`src/rtl/cpu_ctrl_fsm.sv`:
```
// Multi-cycle control sequencer for the RV32I core: walks each instruction through
// fetch/decode/execute/memory/writeback and owns the memory handshakes and write enables.
module cpu_ctrl_fsm #(
  parameter int WAIT_LIMIT = 16,
  parameter int CNT_W      = 32
) (
  input  logic             clk,
  input  logic             rstd,
  input  logic             run,
  output logic             imem_req,
  input  logic             imem_ready,
  output logic             dmem_req,
  output logic             dmem_we,
  input  logic             dmem_ready,
  input  logic             dec_reg_we,
  input  logic             dec_is_load,
  input  logic             dec_is_store,
  input  logic             dec_is_halt,
  input  logic             dec_illegal,
  output logic             ir_we,
  output logic             pc_we,
  output logic             rf_we,
  output logic             wb_sel,
  output logic [2:0]       state,
  output logic             halted,
  output logic             fault,
  output logic [CNT_W-1:0] retired
);

  typedef enum logic [2:0] {
    S_IDLE   = 3'd0,
    S_FETCH  = 3'd1,
    S_DECODE = 3'd2,
    S_EXEC   = 3'd3,
    S_MEM    = 3'd4,
    S_WB     = 3'd5,
    S_HALT   = 3'd6,
    S_FAULT  = 3'd7
  } state_t;

  localparam bit TIMEOUT_EN = (WAIT_LIMIT > 0);
  localparam int WAIT_MAX   = (WAIT_LIMIT > 0) ? (WAIT_LIMIT - 1) : 0;
  localparam int WAIT_W     = (WAIT_LIMIT > 1) ? $clog2(WAIT_LIMIT) : 1;

  state_t             state_r;
  state_t             state_n_s;
  logic               reg_we_r;
  logic               load_r;
  logic               store_r;
  logic [WAIT_W-1:0]  wait_cnt_r;
  logic [CNT_W-1:0]   retired_r;
  logic               timeout_s;
  logic               enter_wait_s;
  logic               waiting_s;

  assign timeout_s    = TIMEOUT_EN && (wait_cnt_r == WAIT_W'(WAIT_MAX));
  assign enter_wait_s = (state_n_s != state_r) && ((state_n_s == S_FETCH) || (state_n_s == S_MEM));
  assign waiting_s    = (imem_req && !imem_ready) || (dmem_req && !dmem_ready);

  // State register
  always_ff @(posedge clk) begin
    if (!rstd) begin
      state_r <= S_IDLE;
    end else begin
      state_r <= state_n_s;
    end
  end

  // Decoder classification latched in DECODE; a load+store combination is treated as a load
  always_ff @(posedge clk) begin
    if (!rstd) begin
      reg_we_r <= 1'b0;
      load_r   <= 1'b0;
      store_r  <= 1'b0;
    end else if (state_r == S_DECODE) begin
      reg_we_r <= dec_reg_we;
      load_r   <= dec_is_load;
      store_r  <= dec_is_store && !dec_is_load;
    end else begin
      reg_we_r <= reg_we_r;
      load_r   <= load_r;
      store_r  <= store_r;
    end
  end

  // Memory wait counter, restarted on every entry into a requesting state
  always_ff @(posedge clk) begin
    if (!rstd) begin
      wait_cnt_r <= '0;
    end else if (enter_wait_s) begin
      wait_cnt_r <= '0;
    end else if (waiting_s && (wait_cnt_r != '1)) begin
      wait_cnt_r <= wait_cnt_r + WAIT_W'(1);
    end else begin
      wait_cnt_r <= wait_cnt_r;
    end
  end

  // Retired-instruction counter; pc_we marks exactly the retire points
  always_ff @(posedge clk) begin
    if (!rstd) begin
      retired_r <= '0;
    end else if (pc_we && (retired_r != '1)) begin
      retired_r <= retired_r + CNT_W'(1);
    end else begin
      retired_r <= retired_r;
    end
  end

  // Next-state and handshake/enable decode
  always_comb begin
    state_n_s = state_r;
    imem_req  = 1'b0;
    dmem_req  = 1'b0;
    dmem_we   = 1'b0;
    ir_we     = 1'b0;
    pc_we     = 1'b0;
    rf_we     = 1'b0;
    wb_sel    = 1'b0;
    case (state_r)
      S_IDLE: begin
        if (run) state_n_s = S_FETCH;
        else     state_n_s = S_IDLE;
      end
      S_FETCH: begin
        imem_req = 1'b1;
        if (imem_ready) begin
          ir_we     = 1'b1;
          state_n_s = S_DECODE;
        end else if (timeout_s) begin
          state_n_s = S_FAULT;
        end else begin
          state_n_s = S_FETCH;
        end
      end
      S_DECODE: begin
        if (dec_illegal)      state_n_s = S_FAULT;
        else if (dec_is_halt) state_n_s = S_HALT;
        else                  state_n_s = S_EXEC;
      end
      S_EXEC: begin
        if (load_r || store_r) state_n_s = S_MEM;
        else                   state_n_s = S_WB;
      end
      S_MEM: begin
        dmem_req = 1'b1;
        dmem_we  = store_r;
        if (dmem_ready) begin
          if (store_r) begin
            pc_we     = 1'b1;
            state_n_s = run ? S_FETCH : S_IDLE;
          end else begin
            state_n_s = S_WB;
          end
        end else if (timeout_s) begin
          state_n_s = S_FAULT;
        end else begin
          state_n_s = S_MEM;
        end
      end
      S_WB: begin
        rf_we     = reg_we_r;
        wb_sel    = load_r;
        pc_we     = 1'b1;
        state_n_s = run ? S_FETCH : S_IDLE;
      end
      S_HALT:  state_n_s = S_HALT;
      S_FAULT: state_n_s = S_FAULT;
      default: state_n_s = S_FAULT;
    endcase
  end

  assign state   = state_r;
  assign halted  = (state_r == S_HALT);
  assign fault   = (state_r == S_FAULT);
  assign retired = retired_r;

endmodule

```
`config.mk`:
```
export PLATFORM = sky130hd
export DESIGN_NAME = cpu_ctrl_fsm
export DESIGN_NICKNAME = d
export VERILOG_FILES = /design/src/rtl/cpu_ctrl_fsm.sv
export SDC_FILE = /design/constraint.sdc
export NUM_CORES = 1
export LEC_CHECK = 0
export CORE_MARGIN = 2
export CORE_UTILIZATION = 35
export DETAILED_ROUTE_END_ITERATION = 8
export GPL_ROUTABILITY_DRIVEN = 0
export PLACE_DENSITY_LB_ADDON = 0.25
export SLEW_MARGIN = 10
export SYNTH_ARGS = -nofsm -noshare
export SYNTH_HDL_FRONTEND = slang
export SYNTH_SLANG_ARGS = --single-unit
```
`constraint.sdc`:
```
create_clock -name clk -period 1.75 [get_ports clk]
set_clock_uncertainty 0.05 [all_clocks]
set_input_delay 0.35 -clock clk [delete_from_list [all_inputs] [get_ports clk]]
set_output_delay 0.35 -clock clk [all_outputs]
set_load 0.03 [all_outputs]
```
## After elaboration in Yosys (flattened, before gate mapping)

Index checks and enable logic that the tools add are counted.
W data, S select, Z words.

| word-level totals | value |
|---|---|
| input port bits | 10 |
| register bits after elaboration | 42 |
| word-level logic and storage cells | 57 |
| output and inout port bits | 44 |

| cells by class | value |
|---|---|
| eq/ne operators | 13 |
| add/sub/neg operators | 2 |
| muxes and demuxes | 20 |
| reductions and logical operators | 15 |
| bitwise gates (word level) | 1 |

Operators by type and width:

| operator | number |
|---|---|
| $add A32 B1 Y32 const B | 1 |
| $ne A32 B32 Y1 const B | 1 |
| $pmux W3 S7 | 1 |
| $mux W3 | 6 |
| $eq A3 B3 Y1 const B | 5 |
| $mux W1 | 11 |
| $eq A3 B1 Y1 const B | 2 |
| $eq A3 B2 Y1 const B | 2 |
| $logic_and A1 B1 Y1 | 6 |
| $add A4 B1 Y4 const B | 1 |
| $eq A4 B4 Y1 const B | 1 |
| $ne A4 B4 Y1 const B | 1 |
| $reduce_or A2 Y1 | 2 |
| $logic_not A1 Y1 | 3 |
| $logic_not A3 Y1 | 1 |
| $logic_or A1 B1 Y1 | 3 |
| $ne A3 B3 Y1 | 1 |
| $mux W2 | 1 |
| $pmux W1 S2 | 1 |
| $not A1 Y1 | 1 |

## Longest topological paths before layout

Gate-level depths: netlist of run 1.

| logic depth | value |
|---|---|
| depth in word-level cells | 8 |
| gate-level depth with buffers | 9 |
| mapped depth without buffers | 6 |

## Worst setup path before layout of run 1

OpenSTA, ideal clock, no wires.

| timing | value |
|---|---|
| kind | flip-flop to flip-flop |
| from | register state_r[2] (netlist: state[2]) |
| to | register wait_cnt_r[0] |
| setup time | 0.139 ns |
| buffers on the path | 1 |
| required time | 1.561 ns |
| period minus slack after synthesis | 2.544 ns |
| setup slack | -0.794 ns |
| stages on the path, launching flop included | 7 |
| arrival | 2.354 ns |
| cells stage by stage | dfxtp_1 > buf_2 > nor3b_1 > o221ai_1 > o31a_1 > o32ai_1 > a211oi_1 |

| between the ends | value |
|---|---|
| elaborated cells between the ends (all ways) | 22 |
| classes of those cells | eq/ne: 10; mux: 3; reduce/logical: 9 |

RTL lines:

| element | RTL line | RTL |
|---|---|---|
| start, declared | 45 | `state_t state_r;` |
| start signal, assigned | 65 | `state_r <= state_n_s;` |
| $eq A3 B3 Y1 | 120 | `case (state_r)` |
| $mux W1 | 120 |  |
| named net dmem_req | 12 | `output logic dmem_req,` |
| $logic_and A1 B1 Y1 | 58 | `assign waiting_s = (imem_req && !imem_ready) \|\| (dmem_req && !dmem_ready);` |
| $logic_or A1 B1 Y1 | 58 |  |
| $logic_and A1 B1 Y1 | 92 | `end else if (waiting_s && (wait_cnt_r != '1)) begin` |
| end signal, assigned | 93 | `wait_cnt_r <= wait_cnt_r + WAIT_W'(1);` |
| end signal, assigned | 95 | `wait_cnt_r <= wait_cnt_r;` |
| end, declared | 50 | `logic [WAIT_W-1:0] wait_cnt_r;` |

The timed path passes the listed nets, and every way through them passes these cells.
A chain may end at the register's enable or synchronous reset.

## Worst setup path in the final report of run 1

| timing | value |
|---|---|
| from | register retired_r[11] (netlist: retired[11]) |
| to | register retired_r[27] (netlist: retired[27]) |

| between the ends | value |
|---|---|
| cells in the longest elaborated chain, start to end | 2 |
| elaborated cells between the ends (all ways) | 3 |
| classes of those cells | add/sub: 1; eq/ne: 1; reduce/logical: 1 |

RTL lines:

| element | RTL line | RTL |
|---|---|---|
| start, declared | 51 | `logic [CNT_W-1:0] retired_r;` |
| start signal, assigned | 104 | `retired_r <= retired_r + CNT_W'(1);` |
| start signal, assigned | 106 | `retired_r <= retired_r;` |
| branches (longest 2 deep; another with $add A32 B1 Y32) | n/a |  |

Parallel ways; which one is timed is not known.

==> impl_results.md, run 1 <==
* Status: finished with violations
* Failing checks: setup timing
* Residual DRC count at 0
* # H-tree levels at 2
* Power, Total at 2.24 mW
* Largest net degree at the start of global routing at 19
* Die width at 85.5 µm
* Total CTS buffers at 5
* Slew HR at 0.716
* 1st-iter DRT viols at 141
* Leading area contributor after synthesis: dfxtp_1
* Final WS setup at -0.226 ns
* Crit path time final at 1.98 ns
* Core area at 6390 µm²
* HPWL after detailed placement at 5.04 mm
* Hold WC Path Type: reg -> reg
* Via/cell ratio at 5.50
* Count of cell types in the netlist at 51
* Post-Syn Nets at 283
* Via count at 2722
* Overflow after GRT at 0
* Power density over the cells at 528 nW/µm²
* Sequential-to-total area share from yosys stat at 0.362
* Dpl cell area at 3570 µm²
* Root Buffer: clkbuf_8
* Final period util at 1.13
* Synth area leaders: dfxtp_1, a21oi_1, o31ai_1, or4_1, nand2_1
* Routed wire per std cell at 16.1 µm
* Layout cell share with drive strength beyond 1 at 0.510
* Number of global-route vias before repair at 2596
* Syn-to-layout area delta at 82.3%
* Critical Path Start Type: flop
* Post-synth EDFFs at 0
* Initial Util at 0.364
* Fin area at 4240 µm²
* Switching Share at 0.275
* Row count at 29
* Worst-path fanout max at 5
* Post-synth top area share at 0.362
* Most used DFF post-synth: dfxtp_1
* Max IR drop VDD at 401 µV
* Synth Register Bits at 42
* Fraction of power consumed by sequential logic at 0.432
* Footprint of the multi-input gates at 1770 µm²
* Slowest CP cell: or4_1
* Register area at 928 µm²
* Combinational Power Share at 0.222
* CTS Sinks at 42
* Crit path DAT at 2.15 ns
* I/O pin cnt at 54
* Syn. warnings at 0
* Antenna cells at 0
* Max-cap violations at 0
* PortBufs at 53
* Worst slew pin tran at 0.426 ns
* RSZ-0062 raised after global routing: yes
* Crit-path cells: buf_6, nand4_1, nor4_2, o211ai_1, or4_1, a21oi_1
* Clock slew at reported path FFs at 0.08 ns
* Gr usage total at 0.213
* Nets at 429
* Clk Latency, worst-skew pair at 0.31 ns
* Most frequent cell after synthesis: dfxtp_1
* TNS Setup at -1.17 ns
* Die height at 85.5 µm
* CTS max path bufs at 2
* Post-route ant nets at 0
* Pint at 1.62 mW
* NetSw at 0.615 mW
* Leakage power total at 1.76 nW
* Clk pwr share at 0.347
* Crit. End Element: flop
* # setup viols final at 20
* DRT Pass-1 Iters at 4
* Fmax at 506 MHz
* Avg Inst Size Synth at 8.58 µm²
* CTS tree: done
* Synth Instances at 271
* Filler Cell Count at 506
* Hold WS at 0.449 ns
* Commonest cells post-synth: dfxtp_1, nand2_1, a21oi_1
* Initial antenna violation count at 0
* Die area at 7310 µm²
* Setup CP Type: reg -> reg
* First-pass GRT wire length at 12.5 mm
* WL final at 7.98 mm
* Worst EP required at 1.92 ns
* Cell area after synthesis at 2320 µm²
* Ys async rst share at 0
* Worst path max stage delay at 0.44 ns
* Final Max Tran Viols at 0
* Hold violation total from the final report at 0
-- state kept, by name (all words and copies together) (netlist names) --
| name | cells |
|---|---|
| reg_we_r | 1 |
| retired | 32 |
| wait_cnt_r | 4 |
| store_r | 1 |
| state | 3 |
| load_r | 1 |
-- repair_timing --
item                       CTS  global route
gates cloned                 3             1
resized for setup           86            43
hold endpoints to repair     0             0
pin swaps                   32            24
hold buffers                 0             0
setup buffers               11            11
setup endpoints to repair   72            38
-- logic make-up (layout without fill, tap and decap cells) --
| group | count (synthesis) | in the layout | share of synthesized area |
|---|---|---|---|
| flops | 42 | 42 | 0.362 |
| fa+ha+maj | 2 | 2 | 0.0108 |
| compound gates | 67 | 69 | 0.201 |
| mux | 5 | 5 | 0.0215 |
| simple gates | 126 | 126 | 0.325 |
| xor+xnor | 9 | 9 | 0.0339 |
| buf+inv | 20 | 165 | 0.0463 |
-- worst max-delay path: cells and delay by family (launching register included) --
kind	cells	cell delay, ns
simple gates	3	0.99
flops	1	0.35
buf+inv	1	0.10
compound gates	2	0.40
-- cell type report --
cell class                 instances  area share
inverter                           7     0.00915
multi-input combinational        211       0.417
sequential                        42       0.219
timing repair buffer             150       0.307
clock buffer                       6      0.0171
tap                               77      0.0227
clock inverter                     2     0.00856
-- through the flow --
stage / std cells / setup slack (ns) / util
CTS: 483 / -0.0984 / 0.619
detailed placement: 462 / -0.611 / 0.558
floorplan: 271 / -0.0950 / -
global placement: 462 / -0.577 / 0.558
global route: 495 / -0.287 / 0.664
finish: 495 / -0.226 / 0.664
-- layer usage --
layer / wire length (µm) / track usage
met5: 0 / 0
met4: 167 / 0.0722
met3: 354 / 0.0375
met2: 3910 / 0.365
met1: 3550 / 0.270
-- cell usage in the layout, fill, tap and decap left out, types with 5 or more instances in the layout --
| master | Yosys | layout |
|---|---|---|
| mux2i_1 | 5 | 5 |
| nor2_1 | 17 | 16 |
| dlygate4sd2_1 | 0 | 34 |
| a21oi_2 | 2 | 6 |
| nand4_1 | 8 | 8 |
| or4_1 | 12 | 5 |
| o31ai_1 | 12 | 9 |
| nand3_1 | 12 | 11 |
| and4_4 | 3 | 5 |
| or3_1 | 6 | 6 |
| inv_1 | 5 | 5 |
| dfxtp_1 | 42 | 12 |
| or4_4 | 0 | 7 |
| buf_4 | 1 | 82 |
| clkbuf_8 | 0 | 5 |
| dfxtp_4 | 0 | 20 |
| a21oi_1 | 21 | 17 |
| and3_1 | 10 | 6 |
| buf_6 | 3 | 21 |
| xnor2_1 | 5 | 5 |
| clkdlybuf4s50_1 | 0 | 8 |
| dfxtp_2 | 0 | 10 |
| nand2_1 | 22 | 20 |
-- path summary, 6_finish.rpt --
kind | start | to | slack, ns | depth (start not counted)
setup / recovery | retired[11] | retired[27] | -0.23 | 6
hold / removal | reg_we_r | reg_we_r | 0.45 | 2
setup reg to reg | retired[11] | retired[27] | -0.23 | 6
hold reg to reg | reg_we_r | reg_we_r | 0.45 | 2
-- power by group through the flow --
stage | sequential, mW | clock [mW] | combinational (mW)
floorplan | 1.00 | 0 | 0.184
global placement | 0.981 | 0 | 0.335
detailed placement | 0.981 | 0 | 0.339
CTS | 0.960 | 0.791 | 0.380
global route | 0.969 | 0.810 | 0.527
finish | 0.966 | 0.777 | 0.496
(Power assumes the default switching activity.)
==> run 2, diff against run 1 <==
- CORE_MARGIN: 2 -> default
- HOLD_SLACK_MARGIN: default -> 0.15
==> run 2 against run 1 <==
Against the previous run: the run still ends with setup timing left; cell count is 0.61% higher; core utilization is 0.47 points lower; register-to-register slack better by 0.09 ns; sequential cell count stayed put; die area is 4.6% lower; combinational power is 20% lower; critical path depth is 2 higher; maximum frequency is 4.9% higher; total power is 9.7% lower; critical endpoint is now retired[15].
==> impl_results.md, run 2 (synthesized netlist as in run 1, its figures left out) <==
* WP buf/inv at 2
* Layout cell share with drive strength beyond 1 at 0.482
* Worst slew pin tran at 0.402 ns
* Hold violation total from the final report at 0
* Leakage power total at 1.77 nW
* Max reg flops at 32
* Crit-path cells: ha_4, and3_4, nand4_4, o31ai_4, buf_12, buf_6, or4_4, a21oi_2
* DRT Pass-1 Iters at 4
* Initial antenna violation count at 0
* Root Buffer: clkbuf_8
* CTS max path bufs at 2
* Core area at 6390 µm²
* Die height at 83.5 µm
* Max IR drop VDD at 406 µV
* Nets at 432
* Status: finished with violations
* Slowest CP cell: or4_4
* Setup CP Type: reg -> reg
* Final period util at 1.08
* Final Max Tran Viols at 0
* Dpl cell area at 3570 µm²
* Die area at 6970 µm²
* Crit path time final at 1.88 ns
* I/O pin cnt at 54
* Cell class contributing the biggest share of worst-path delay: simple AND/OR/NAND/NOR gates
* Hold WC Path Type: reg -> reg
* Crit path DAT at 2.06 ns
* Initial Util at 0.364
* Power density over the cells at 480 nW/µm²
* Failing checks: setup timing
* Filler Cell Count at 522
* Fin area at 4210 µm²
* PortBufs at 53
* Clock slew at reported path FFs at 0.08 ns
* Overflow after GRT at 0
* 1st-iter DRT viols at 135
* Power, Total at 2.02 mW
* HPWL after detailed placement at 4.99 mm
* Post-route ant nets at 0
* Total CTS buffers at 5
* Critical Path Start Type: flop
* Crit. End Element: flop
* Syn-to-layout area delta at 81.1%
* Worst EP required at 1.93 ns
* Via count at 2726
* CTS tree: done
* Via/cell ratio at 5.47
* Row count at 29
* # setup viols final at 17
* Antenna cells at 0
* Die width at 83.5 µm
* Clk Latency, worst-skew pair at 0.30 ns
* Final Util at 0.659
* Worst path max stage delay at 0.49 ns
* Routed wire per std cell at 15.9 µm
* Most frequent cells in the layout: buf_4, dlygate4sd2_1, buf_6, nand2_1, dfxtp_4
* Most common cell after layout, fill and taps aside: buf_4
* Largest net degree at the start of global routing at 22
* WL final at 7.94 mm
* Final WS setup at -0.133 ns
* Max-cap violations at 0
* Fmax at 531 MHz
* First-pass GRT wire length at 12.5 mm
* Worst-path fanout max at 5
* Footprint of the multi-input gates at 1710 µm²
* Gr usage total at 0.222
* Register area at 927 µm²
* RSZ-0062 raised after global routing: yes
* Slew HR at 0.730
* Number of global-route vias before repair at 2634
* CTS Sinks at 42
* # hold bufs at CTS at 0
* # H-tree levels at 2
* Residual DRC count at 0
## run 2: path summary, 6_finish.rpt
path	end	start	cells past startpoint	slack, ns
max reg2reg	retired[15]	retired[0]	8	-0.13
max	retired[15]	retired[0]	8	-0.13
min reg2reg	reg_we_r	reg_we_r	2	0.49
min	reg_we_r	reg_we_r	2	0.49
## run 2: power by group
part | leakage (nW) | switching [mW] | total [mW] | internal, mW
Clock | 0.0482 | 0.344 | 0.662 | 0.319
Combinational | 1.36 | 0.206 | 0.398 | 0.192
Sequential | 0.360 | 0.0162 | 0.962 | 0.946
## run 2: metrics by stage
stage	setup slack [ns]	TNS (ns)	hold slack (ns)	cells
CTS	-0.0898	-0.619	0.496	487
floorplan	-0.0950	-0.827	0.402	271
global placement	-0.514	-14.11	0.418	461
detailed placement	-0.572	-15.55	0.478	461
global route	-0.216	-2.85	0.534	498
finish	-0.133	-0.937	0.494	498
## run 2: worst register-to-register path, stage by stage (launching register included)
cell	delay [ns]
dfxtp_4	0.36
ha_4	0.16
and3_4	0.16
nand4_4	0.11
o31ai_4	0.09
buf_12	0.15
buf_6	0.11
or4_4	0.49
a21oi_2	0.14
## run 2: layout make-up
class                   instances  area share
flip-flops and latches         42       0.220
well taps                      77      0.0229
clock buffers                   7      0.0205
clock inverters                 1     0.00119
repair buffers                152       0.319
inverters                       7     0.00922
multi-input cells             212       0.407
## run 2: layer usage
layer | part of all wire | wire length, µm | up-vias | track usage
met1 | 0.45 | 3610 | 1291 | 0.292
met3 | 0.047 | 372 | 13 | 0.0415
li1 | - | - | 1343 | -
met2 | 0.48 | 3830 | 79 | 0.370
met5 | 0 | 0 | - | 0
met4 | 0.016 | 125 | 0 | 0.0678
## run 2: repair_timing
item                       CTS  global route
setup buffers               16            14
cloned                       3             0
hold endpoints to repair     0             0
gates resized for setup     80            38
setup endpoints to repair   71            35
pin swaps                   33            36
==> edit, RTL diff (config.mk and constraints of run 2) <==
Make the reset (`rstd`) asynchronous in 4 clocked blocks.
--- a/src/rtl/cpu_ctrl_fsm.sv
+++ b/src/rtl/cpu_ctrl_fsm.sv
@@ -58,7 +58,7 @@
   assign waiting_s    = (imem_req && !imem_ready) || (dmem_req && !dmem_ready);
 
   // State register
-  always_ff @(posedge clk) begin
+  always_ff @(posedge clk or negedge rstd) begin
     if (!rstd) begin
       state_r <= S_IDLE;
     end else begin
@@ -67,7 +67,7 @@
   end
 
   // Decoder classification latched in DECODE; a load+store combination is treated as a load
-  always_ff @(posedge clk) begin
+  always_ff @(posedge clk or negedge rstd) begin
     if (!rstd) begin
       reg_we_r <= 1'b0;
       load_r   <= 1'b0;
@@ -84,7 +84,7 @@
   end
 
   // Memory wait counter, restarted on every entry into a requesting state
-  always_ff @(posedge clk) begin
+  always_ff @(posedge clk or negedge rstd) begin
     if (!rstd) begin
       wait_cnt_r <= '0;
     end else if (enter_wait_s) begin
@@ -97,7 +97,7 @@
   end
 
   // Retired-instruction counter; pc_we marks exactly the retire points
-  always_ff @(posedge clk) begin
+  always_ff @(posedge clk or negedge rstd) begin
     if (!rstd) begin
       retired_r <= '0;
     end else if (pc_we && (retired_r != '1)) begin
Function: differs if rstd is asserted again (counterexample within 4 cycles, from zero or initial values and one cycle with rstd low); with rstd held inactive, the same outputs for 10 cycles.
==> edit against run 2 <==
- the flow still finishes with violations (setup timing)
- setup slack got worse by 0.030 ns
- count of clock-buffer cells in the layout is the same
- global-route usage is 1.1 points lower
- first-iteration DRC count fell by 12%
- synthesized area shrank 2.9%
- sequential cell count stayed put
- wire length fell by 4.8%
- sequential share of layout area rose by 2.9 points
- critical path depth shrank 3
- synthesized cell count shrank 18%
- non-clock buffer count increased by 2
- highest routed layer unchanged
- cell area grew 3.7%
Power is not compared: it rests on default switching activity, and its combinational part moved more than twofold at a synthesized area within 25%.
==> edit: results (changes against run 2) <==
| Metric | Value |
|---|---|
| Outcome | finished with violations (unchanged) |
| Violated checks | setup timing (unchanged) |
| Register area share after synthesis | 46.56% (was 36.17%) |
| XOR/XNOR Fraction of Synth Area | 11.25% (was 3.391%) |
| Pin count of the biggest net entering global routing | 23 (was 22) |
| HPWL after DPL | 4.563 mm (was 4.987 mm) |
| Slew @ Worst Pin | 0.5476 ns (was 0.4019 ns) |
| Final clock-cell share | 2.092% (was 2.170%) |
| Seq. cell area | 1089 sq um (was 927.1 sq um) |
| Asr flop ratio synth | 100.0% (was 0%) |
| Crit path to | dmem_we (was retired[15]) |
| Compound-Gate Fraction of Synth Area | 7.428% (was 20.13%) |
| Num sequential | 42 (unchanged) |
| Final setup fails | 39 (was 17) |
| Adder-Cell Fraction of Synth Area | 1.552% (was 1.076%) |
| GRT Total Usage | 21.11% (was 22.21%) |
| Data buffer area share | 31.64% (was 31.93%) |
| DR vias/cell | 5.245 (was 5.474) |
| Nets | 389 (was 432) |
| Mux cell area share after synthesis | 2.938% (was 2.153%) |
| Syn avg cell area | 10.17 sq um (was 8.578 sq um) |
| Most area-consuming cells after synthesis | dfrtp_1 47%, xor2_1 8.5%, nand2_1 3.7% (was dfxtp_1 36%, a21oi_1 4.5%, o31ai_1 3.9%) |
| Place WS | -0.5846 ns (was -0.5724 ns) |
| Worst-path maximum fanout | 6 (was 5) |
| Number of global-route vias before repair | 2295 (was 2634) |
| Setup WS post-layout | -0.1632 ns (was -0.1333 ns) |
| Hold depth | 1 (was 2) |
| R2R Path End | retired[31] (was retired[15]) |
| #MultiIn Comb | 166 (was 212) |
| Fill count | 398 (was 522) |
| Num tapcells | 75 (was 77) |
| Wl on met1 | 3.182 mm (was 3.609 mm) |
| Crit path DAT | 1.51 ns (was 2.06 ns) |
| Fin cells | 453 (was 498) |
[edit: what timing repair did]
item / CTS / global route
pin swaps: 19 / 23
setup endpoints to repair: 75 / 45
hold buffers: 1 / 0
gates resized for setup: 95 / 56
hold endpoints to repair: 20 / 0
cloned: 1 / 0
setup buffers: 13 / 13
[edit: layer usage]
layer | GRT usage, % | vias up
met3 | 3.736 | 11
li1 | - | 1105
met4 | 6.667 | 0
met2 | 36.61 | 60
met1 | 26.54 | 1200
met5 | 0 | -
[edit: cell families (layout without fill, tap and decap cells)]
| group | count (synthesis) | in the layout |
|---|---|---|
| AO/OA/AOI/OAI | 24 | 24 |
| XOR/XNOR | 29 | 29 |
| adder cells (fa/ha/maj) | 3 | 3 |
| buffers and inverters | 14 | 170 |
| flip-flops | 42 | 42 |
| multiplexers | 6 | 6 |
| AND/OR/NAND/NOR | 104 | 104 |
[edit: critical path, stage by stage, from the launching register on]
cell and delay (ns):
dfrtp_2 0.47, buf_6 0.15, nor3b_4 0.20, buf_4 0.15
and2_4 0.13, buf_6 0.12
